--- src/rtl/m2_block_fetch.sv ---
// Purpose: fetch a BLK_W x BLK_H block of 16-bit samples from SRAM into the IDCT scratchpad, PACK samples per word.
// Latency: element k address loaded k edges after the Start edge; last write + Done at Start edge + N-1+READ_LAT.
// Backpressure: none; one address per cycle once started, Start ignored while Busy, Abort cancels on the next edge.
//
// Ports:
//   CLOCK_50, Resetn          clock, asynchronous active-low reset
//   Start, Abort              level start (sampled in idle), synchronous cancel of an active fetch
//   Base_address, Row_stride  block origin and SRAM words between rows, latched at Start
//   Col_major                 traversal select (only honoured when M2_FETCH_COLMAJOR_EN is defined)
//   SRAM_read_data/_address   SRAM read port, data sampled READ_LAT edges after the address load
//   Busy, Done                active flag, one-cycle completion pulse coincident with the last write
//   address_SP, write_data_SP, wren_SP   scratchpad write port
// Optional feature macro: M2_FETCH_COLMAJOR_EN (column-major traversal, transposed scratchpad layout).
module m2_block_fetch #(
  parameter int BLK_W    = 8,
  parameter int BLK_H    = 8,
  parameter int PACK     = 2,
  parameter int SP_AW    = 7,
  parameter int READ_LAT = 3
) (
  input  logic             CLOCK_50,
  input  logic             Resetn,
  input  logic             Start,
  input  logic             Abort,
  input  logic [17:0]      Base_address,
  input  logic [8:0]       Row_stride,
  input  logic             Col_major,
  input  logic [15:0]      SRAM_read_data,
  output logic [17:0]      SRAM_address,
  output logic             Busy,
  output logic             Done,
  output logic [SP_AW-1:0] address_SP,
  output logic [31:0]      write_data_SP,
  output logic             wren_SP
);

  localparam int N    = BLK_W * BLK_H;
  localparam int NW   = N / PACK;
  localparam int CW   = $clog2(N);
  localparam int LMAX = (BLK_W > BLK_H) ? BLK_W : BLK_H;
  localparam int PW   = $clog2(LMAX);

  typedef enum logic [1:0] {S_IDLE, S_ISSUE, S_DRAIN} state_t;

  state_t               state_q;
  logic [17:0]          sram_addr_q;
  logic [17:0]          line_start_q;   // first address of the current row (or column)
  logic [PW-1:0]        pos_q;          // position inside the current line
  logic [CW-1:0]        elem_q;         // index of the element whose address is on SRAM_address
  logic [8:0]           stride_q;
  logic [READ_LAT-1:0]  vpipe_q;        // one tag per issued address, oldest at the top
  logic                 half_q;         // pair buffer holds the first sample of a pair
  logic [15:0]          buf_q;
  logic [SP_AW-1:0]     wr_idx_q;
  logic [SP_AW-1:0]     sp_addr_q;
  logic [31:0]          wdata_q;
  logic                 wren_q;
  logic                 done_q;
  logic                 busy_q;

`ifdef M2_FETCH_COLMAJOR_EN
  logic                 col_major_q;
`else
  logic                 unused_col_major;
  assign unused_col_major = Col_major;
`endif

  // Next-address generation: a step inside the line, or a jump from the line start.
  // Row-major steps +1 and jumps +stride; column-major swaps the two.
  logic                 line_last;
  logic [17:0]          step_in;
  logic [17:0]          step_out;
  logic [17:0]          addr_d;
  logic [17:0]          line_start_d;
  logic [PW-1:0]        pos_d;

  always_comb begin
    line_last = (pos_q == PW'(BLK_W - 1));
    step_in   = 18'd1;
    step_out  = {9'd0, stride_q};
`ifdef M2_FETCH_COLMAJOR_EN
    if (col_major_q) begin
      line_last = (pos_q == PW'(BLK_H - 1));
      step_in   = {9'd0, stride_q};
      step_out  = 18'd1;
    end
`endif
    addr_d       = sram_addr_q + step_in;
    line_start_d = line_start_q;
    pos_d        = pos_q + PW'(1);
    if (line_last) begin
      addr_d       = line_start_q + step_out;
      line_start_d = line_start_q + step_out;
      pos_d        = '0;
    end
  end

  always_ff @(posedge CLOCK_50 or negedge Resetn) begin
    if (!Resetn) begin
      state_q      <= S_IDLE;
      sram_addr_q  <= '0;
      line_start_q <= '0;
      pos_q        <= '0;
      elem_q       <= '0;
      stride_q     <= '0;
      vpipe_q      <= '0;
      half_q       <= 1'b0;
      buf_q        <= '0;
      wr_idx_q     <= '0;
      sp_addr_q    <= '0;
      wdata_q      <= '0;
      wren_q       <= 1'b0;
      done_q       <= 1'b0;
      busy_q       <= 1'b0;
`ifdef M2_FETCH_COLMAJOR_EN
      col_major_q  <= 1'b0;
`endif
    end else begin
      wren_q <= 1'b0;
      done_q <= 1'b0;
      case (state_q)
        S_IDLE: begin
          if (Start) begin
            sram_addr_q  <= Base_address;
            line_start_q <= Base_address;
            stride_q     <= Row_stride;
`ifdef M2_FETCH_COLMAJOR_EN
            col_major_q  <= Col_major;
`endif
            pos_q        <= '0;
            elem_q       <= '0;
            vpipe_q      <= READ_LAT'(1);   // element 0 issued on this edge
            half_q       <= 1'b0;
            wr_idx_q     <= '0;
            sp_addr_q    <= '0;
            busy_q       <= 1'b1;
            state_q      <= S_ISSUE;
          end
        end
        default: begin
          if (Abort) begin
            state_q <= S_IDLE;
            busy_q  <= 1'b0;
            vpipe_q <= '0;
            half_q  <= 1'b0;
            buf_q   <= '0;
          end else begin
            vpipe_q <= {vpipe_q[READ_LAT-2:0], (state_q == S_ISSUE)};
            if (state_q == S_ISSUE) begin
              sram_addr_q  <= addr_d;
              line_start_q <= line_start_d;
              pos_q        <= pos_d;
              elem_q       <= elem_q + CW'(1);
              if (elem_q == CW'(N - 2)) state_q <= S_DRAIN;
            end
            // A tag leaving the pipe means SRAM_read_data belongs to an issued element.
            if (vpipe_q[READ_LAT-1]) begin
              if (PACK == 2 && !half_q) begin
                buf_q  <= SRAM_read_data;
                half_q <= 1'b1;
              end else begin
                half_q    <= 1'b0;
                wren_q    <= 1'b1;
                wdata_q   <= (PACK == 2) ? {buf_q, SRAM_read_data}
                                         : {{16{SRAM_read_data[15]}}, SRAM_read_data};
                sp_addr_q <= wr_idx_q;
                wr_idx_q  <= wr_idx_q + SP_AW'(1);
                if (wr_idx_q == SP_AW'(NW - 1)) begin
                  done_q  <= 1'b1;
                  busy_q  <= 1'b0;
                  state_q <= S_IDLE;
                end
              end
            end
          end
        end
      endcase
    end
  end

  assign SRAM_address  = sram_addr_q;
  assign Busy          = busy_q;
  assign Done          = done_q;
  assign address_SP    = sp_addr_q;
  assign write_data_SP = wdata_q;
  assign wren_SP       = wren_q;

endmodule

--- config.mk ---
export PLATFORM = sky130hd
export DESIGN_NAME = m2_block_fetch
export DESIGN_NICKNAME = d
export VERILOG_FILES = /design/src/rtl/m2_block_fetch.sv
export SDC_FILE = /design/constraint.sdc
export NUM_CORES = 1
export LEC_CHECK = 0
export ABC_AREA = 1
export ABC_CLOCK_PERIOD_IN_PS = 2300
export BUFFER_PORTS_ARGS = -buffer_cell sky130_fd_sc_hd__buf_2
export CAP_MARGIN = 20
export CORE_ASPECT_RATIO = 1.25
export CORE_MARGIN = 1.5
export CORE_UTILIZATION = 23
export CTS_CLUSTER_DIAMETER = 150
export DETAILED_ROUTE_END_ITERATION = 10
export PLACE_DENSITY = 0.47
export REMOVE_ABC_BUFFERS = 1
export SYNTH_ARGS = -nofsm -noshare
export SYNTH_HDL_FRONTEND = slang
export SYNTH_SLANG_ARGS = --single-unit
--- constraint.sdc ---
create_clock -name CLOCK_50 -period 2.3 [get_ports CLOCK_50]
set_clock_uncertainty 0.1 [all_clocks]
set_input_delay 0.115 -clock CLOCK_50 [delete_from_list [all_inputs] [get_ports CLOCK_50]]
set_output_delay 0.115 -clock CLOCK_50 [all_outputs]
set_load 0.03 [all_outputs]
==> results of run 1 <==
==> metal layers <==
layer,track usage,part of all wire
met1,0.162,0.44
met2,0.238,0.48
met3,0.0449,0.062
met4,0.0411,0.017
met5,0,0.00062
==> stage by stage <==
stage,utilization,worst slack (ns),instances
after floorplan,-,-0.112,804
after global placement,0.267,0.112,1283
after detailed placement,0.267,0.114,1283
after CTS,0.300,0.0882,1353
after global routing,0.301,0.0195,1354
final,0.301,0.199,1355
==> worst max-delay path, cell delays in order, from the launching register on <==
cell and delay, ns:
dfrtp_1 0.38, ha_1 0.22, fa_1 0.41, nand3_1 0.10
nand2_1 0.10, nand2_1 0.12, nand3_4 0.11, xor2_1 0.19
nand2_1 0.10, a22oi_1 0.17
==> worst min path at each step <==
stage                           startpoint                           end  slack [ns]
after global routing      Base_address[15]  line_start_q[15]$_DFFE_PN0P_        0.02
after global placement              Resetn  line_start_q[14]$_DFFE_PN0P_        0.03
after detailed placement            Resetn  line_start_q[14]$_DFFE_PN0P_        0.03
after floorplan                     Resetn              Busy$_DFFE_PN0P_       -0.28
final                     Base_address[15]  line_start_q[15]$_DFFE_PN0P_        0.01
after CTS                 Base_address[15]  line_start_q[15]$_DFFE_PN0P_       0.005
==> kinds of logic (layout without fill, tap and decap cells) <==
kind of cell               count (synthesis)  count (layout)  synth area share
and+or+nand+nor                          441             441             0.297
AOI/OAI and AO/OA                        125             125             0.108
DFF                                      125             125             0.476
buffers and inverters                    116             281            0.0748
adders and majority gates                 16              16            0.0316
xor gates and xnor gates                  10              10            0.0133
other                                      0               2                 0
==> registers in the layout, indices dropped and copies added, names as in the netlist, 2 cells and up <==
name           cells
SRAM_address      18
address_SP         7
buf_q             16
elem_q             6
line_start_q      18
pos_q              3
state_q            2
stride_q           9
vpipe_q            3
wr_idx_q           7
write_data_SP     32
==> power by group through the flow <==
stage / registers (mW) / clock network [mW] / logic [mW]
after global routing: 3.81 / 2.71 / 5.94
after global placement: 3.73 / 0 / 5.16
after detailed placement: 3.73 / 0 / 5.21
after floorplan: 4.39 / 0 / 2.89
after CTS: 3.70 / 2.62 / 5.28
final: 3.69 / 2.56 / 5.24
==> synthesized netlist by cell type, types with 2 or more instances <==
library cell    n  area [µm²]
a21oi_1        41         205
a22oi_1         2        15.0
a22oi_2         2        25.0
a31oi_1         7        43.8
and2_1          2        12.5
and3_1          2        12.5
buf_2           9        45.0
buf_4           4        30.0
buf_6           4        45.0
clkbuf_1       12        45.0
clkinv_1        2        7.51
dfrtp_1       125        3130
ha_1           15         188
inv_1          80         300
inv_2           5        18.8
nand2_1       236         886
nand2_2         3        18.8
nand2_4         3        33.8
nand3_1        76         380
nand3b_1        6        45.0
nand4_1         9        56.3
nor2_1         73         274
nor2_2          5        31.3
nor2_4          3        33.8
nor3_1         12        60.1
nor3b_1         2        15.0
o211ai_1        2        15.0
o21ai_0        53         265
o21ai_1         5        25.0
o22ai_1         3        18.8
or2_2           5        31.3
xnor2_1         3        26.3
xor2_1          7        61.3
==> area by class of cell <==
cell class                      instances  area (µm²)
Tap cell                              355         444
Multi-Input combinational cell        592        2970
Inverter                               87         327
Sequential cell                       125        3130
Clock inverter                         13         108
Antenna cell                            2        5.00
Fill cell                            3128       19800
Timing Repair Buffer                  162        1090
Clock buffer                           19         443
==> repair_timing <==
| item | 4_1_cts | 5_1_grt |
|---|---|---|
| hold endpoints to repair | 110 | 0 |
| setup endpoints to repair | 0 | 7 |
| hold buffers | 38 | 0 |
| gates resized for setup | 0 | 3 |
==> metrics.md, run 1 <==
| Metric | Value |
|---|---|
| Status | complete, no violations |
| Sw Pwr | 5.26 mW |
| Die H | 192 µm |
| CTS Root Cell | clkbuf_16 |
| Routed vias | 5994 |
| CP Launch Point | line_start_q[0]$_DFFE_PN0P_ |
| # rows | 69 |
| GRT Util Overall | 0.138 |
| Crit end category | flip-flop |
| Die area | 0.0296 mm² |
| Setup crit start kind | flip-flop |
| RR Endpoint | SRAM_address[8]$_DFFE_PN0P_ |
| Worst-path clk slew | 0.06 ns |
| Mapped cell area | 0.00658 mm² |
| Internal power | 6.24 mW |
| Comb power frac | 0.456 |
| Largest net degree at the start of global routing | 53 |
| Share of cells above drive strength 1 | 0.191 |
| Final ANT Viol Nets | 0 |
| Fin crit share | 0.914 |
| I/O pin total | 108 |
| Pwr Total | 11.5 mW |
| Drt first pass iters | 4 |
| Async SR Flop Fraction | 1.00 |
| YS warnings | 0 |
| H-Tree Depth | 4 |
| Final Setup Violations | 0 |
| Commonest non-fill, non-tap cell in the layout | nand2_1 |
| Switching part of the total | 0.457 |
| Worst Setup Path Type | flip-flop to flip-flop |
| Number of buffers added on ports | 106 |
| Worst r2r src | line_start_q[0]$_DFFE_PN0P_ |
| Vias in the first global route | 6087 |
| Worst path required time | 2.54 ns |
| Number of CTS-inserted buffers | 17 |
| Syn Area/Cell | 7.89 µm² |
| RSZ-0062 raised after global routing | no |
| DRT Wirelength | 19400 µm |
| Critical Path End | SRAM_address[8]$_DFFE_PN0P_ |
| Crit path time final | 2.10 ns |
| Relative slew slack | 0.623 |
| Max frequency | 476 MHz |
| GRT overflow | 0 |
| Core area | 0.0283 mm² |
| Die Wd | 154 µm |
| Placed cell areas | 0.00756 mm² |
| Post-CTS Repair Setup Buffers | 0 |
| RD Place Congestion | 0.829 |
| Routed length per instance | 14.3 µm |
| TritonCTS clock tree | yes |
| Leak | 4.22 nW |
| Final nets | 1049 |
| Pwr dens | 1350 mW/mm² |
| Crit path max fanout | 4 |
| Clock power share | 0.223 |
| Area Growth Syn to Fin | 29.5% |
| Final hold vios | 0 |
| Yosys cell types | 48 |
| Clk Latency, worst-skew pair | 0.43 ns |
| Clk buf depth | 2 |
| Reg-to-reg slack, setup | 0.20 ns |
| Register area share after synthesis | 0.476 |
| WHS Path Cells | 5 |
| Initial antenna violation count | 3 |
| Gate Count Post-Synth | 833 |
| Starting Density | 0.232 |
| Class of the worst hold path | input port to flip-flop |
| Iter 0 DRT Violations | 260 |
| Setup_tns | 0 ns |
| Hold_ws | 0.0101 ns |
| Fin area | 0.00852 mm² |
| VDD IR max | 0.573 mV |
| Commonest cells after routing, fill and taps aside | nand2_1, dfrtp_1, buf_2 |
| DPL Wire Length | 13900 µm |
| Flop pwr share | 0.321 |
| Pins over their slew limit | 0 |
| Top FF cell, synth | dfrtp_1 |
| Worst slew pin tran | 0.566 ns |
| Residual DRC count | 0 |
| Post-synth EDFFs | 0 |
| Synthesis-stage register bit count | 125 |
| Max Cap Viol | 0 |
| Reg2Reg Depth | 9 |
| First-pass GRT wire length | 31700 µm |
| Clock Sinks | 125 |
| Vias per cell | 4.42 |
| Worst EP arrival | 2.34 ns |
Power figures use the tool's default switching activity.
==> inputs of run 2 (changes only) <==
Settings changed: CORE_UTILIZATION 23 to 45, PLACE_DENSITY 0.47 to 0.74.
==> run 2 against run 1 <==
Worst setup slack got worse by 0.020 ns. Routed wire length down 11%. Non-clock buffer count fell by 4. Flip-flop and latch count stayed put. Via count grew 2.5%. Clock power increased by 16%. Register-to-register slack worse by 0.02 ns. Fmax shrank 0.96%. Utilization increased by 28 points. Count of clock-buffer cells in the layout up 2. Sequential power grew 1%. Highest routed layer is now met4.
==> metrics.md, run 2 (synthesis results as in run 1) <==
| Metric | Value |
|---|---|
| Status | complete, no violations |
| Pins over their slew limit | 0 |
| Routed vias | 6141 |
| Hold_ws | 0.0124 ns |
| # rows | 49 |
| Clk buf depth | 2 |
| Drt first pass iters | 5 |
| Vias per cell | 5.24 |
| Number of buffers added on ports | 106 |
| Crit path max fanout | 4 |
| Starting Density | 0.458 |
| FF+latch area | 0.00313 mm² |
| Crit end category | flip-flop |
| Worst path max stage delay | 0.42 ns |
| I/O pin total | 108 |
| Routed length per instance | 14.7 µm |
| Die H | 138 µm |
| Final hold vios | 0 |
| Iter 0 DRT Violations | 497 |
| Share of cells above drive strength 1 | 0.188 |
| Max frequency | 471 MHz |
| Die Wd | 111 µm |
| Initial antenna violation count | 0 |
| GRT overflow | 0 |
| Multi-input gate area in the final layout | 0.00297 mm² |
| WHS Path Cells | 4 |
| Max Cap Viol | 0 |
| Worst EP arrival | 2.36 ns |
| Number of CTS-inserted buffers | 17 |
| Largest net degree at the start of global routing | 45 |
| Clock Sinks | 125 |
| Pre-CTS setup slack | 0.125 ns |
| CTS Root Cell | clkbuf_16 |
| Final nets | 1045 |
| Reg2Reg Depth | 11 |
| Fin crit share | 0.922 |
| H-Tree Depth | 4 |
| Leak | 4.23 nW |
| Class of the worst hold path | input port to flip-flop |
| Die area | 0.0154 mm² |
| Worst Setup Path Type | flip-flop to flip-flop |
| Fin area | 0.00834 mm² |
| Area Growth Syn to Fin | 26.8% |
| Worst slew pin tran | 0.603 ns |
| Worst-path clk slew | 0.05 ns |
| Commonest non-fill, non-tap cell in the layout | nand2_1 |
| First-pass GRT wire length | 29100 µm |
| Clk Latency, worst-skew pair | 0.42 ns |
| Final Setup Violations | 0 |
| Setup_tns | 0 ns |
| Core area | 0.0143 mm² |
| Reg-to-reg slack, setup | 0.18 ns |
| RSZ-0062 raised after global routing | no |
| DPL Wire Length | 12000 µm |
| Cell chain of the critical path | ha_1, fa_1, nand3_1, nand2_1, nand2_1, nand3_2, nand2_1, nand2_1, nand2_1, nand3_1, a21oi_1 |
| Crit path time final | 2.12 ns |
| Relative slew slack | 0.598 |
| Final ANT Viol Nets | 0 |
| Max reg flops | 32 |
| Worst path required time | 2.54 ns |
| Pwr Total | 11.8 mW |
| GRT Util Overall | 0.234 |
| DRT Wirelength | 17200 µm |
| Setup crit start kind | flip-flop |
| # fillers | 1306 |
| VDD IR max | 0.839 mV |
| Post-CTS Repair Setup Buffers | 0 |
| Antenna cell count | 0 |
| Placed cell areas | 0.00730 mm² |
| RD Place Congestion | 0.890 |
| Commonest cells after routing, fill and taps aside | nand2_1, dfrtp_1, buf_2 |
| Pwr dens | 1420 mW/mm² |
| Vias in the first global route | 6268 |
| Most common cell on crit path | nand2_1 |
| Residual DRC count | 0 |
| Final worst-path setup slack | 0.178 ns |
| TritonCTS clock tree | yes |
| CP max stage cell | fa_1 |
run 2: worst paths after layout:
path | start | to
worst max-delay path | line_start_q[0]$_DFFE_PN0P_ | SRAM_address[16]$_DFFE_PN0P_
worst min-delay path | Abort | state_q[0]$_DFFE_PN0P_
worst max register to register | line_start_q[0]$_DFFE_PN0P_ | SRAM_address[16]$_DFFE_PN0P_
worst min register to register | write_data_SP[27]$_DFFE_PN0P_ | write_data_SP[27]$_DFFE_PN0P_
max in group asynchronous | Resetn | stride_q[4]$_DFFE_PN0P_
min in group asynchronous | Resetn | stride_q[5]$_DFFE_PN0P_
run 2: per-stage QoR:
stage / util / instances
finish: 0.581 / 1171
global route: 0.581 / 1171
CTS: 0.580 / 1171
detailed placement: 0.509 / 1103
global placement: 0.509 / 1103
floorplan: - / 804
run 2: timing repair:
action                                  CTS  global route
hold buffers                             37             0
endpoints found under the setup margin    0             8
hold endpoints to repair                102             0
resized for setup                         0             3
run 2: per-layer routing:
metal,wire length [µm],global-route usage
met3,986,0.0552
met1,7120,0.272
met5,0,0
met2,8510,0.407
met4,633,0.111
run 2: final cells by class:
type	count	share of cell area
Multi-Input combinational cell	592	0.356
Tap cell	178	0.0267
Timing Repair Buffer	158	0.125
Sequential cell	125	0.375
Inverter	87	0.0392
Clock inverter	10	0.0225
Clock buffer	21	0.0552
run 2: where the power goes:
part / total, mW / leakage [nW] / switching (mW) / internal, mW
combinational: 5.15 / 2.32 / 3.44 / 1.72
clock: 2.96 / 0.309 / 0.983 / 1.97
sequential: 3.73 / 1.60 / 0.683 / 3.04
total: 11.8 / 4.23 / 5.10 / 6.74
run 2: worst max-delay path: cells and delay by family, from the launching register on:
kind	cells	cell delay (ns)
AND/OR/NAND/NOR	8	0.75
AO/OA/AOI/OAI	1	0.16
adder cells (fa/ha/maj)	2	0.65
flip-flops	1	0.38
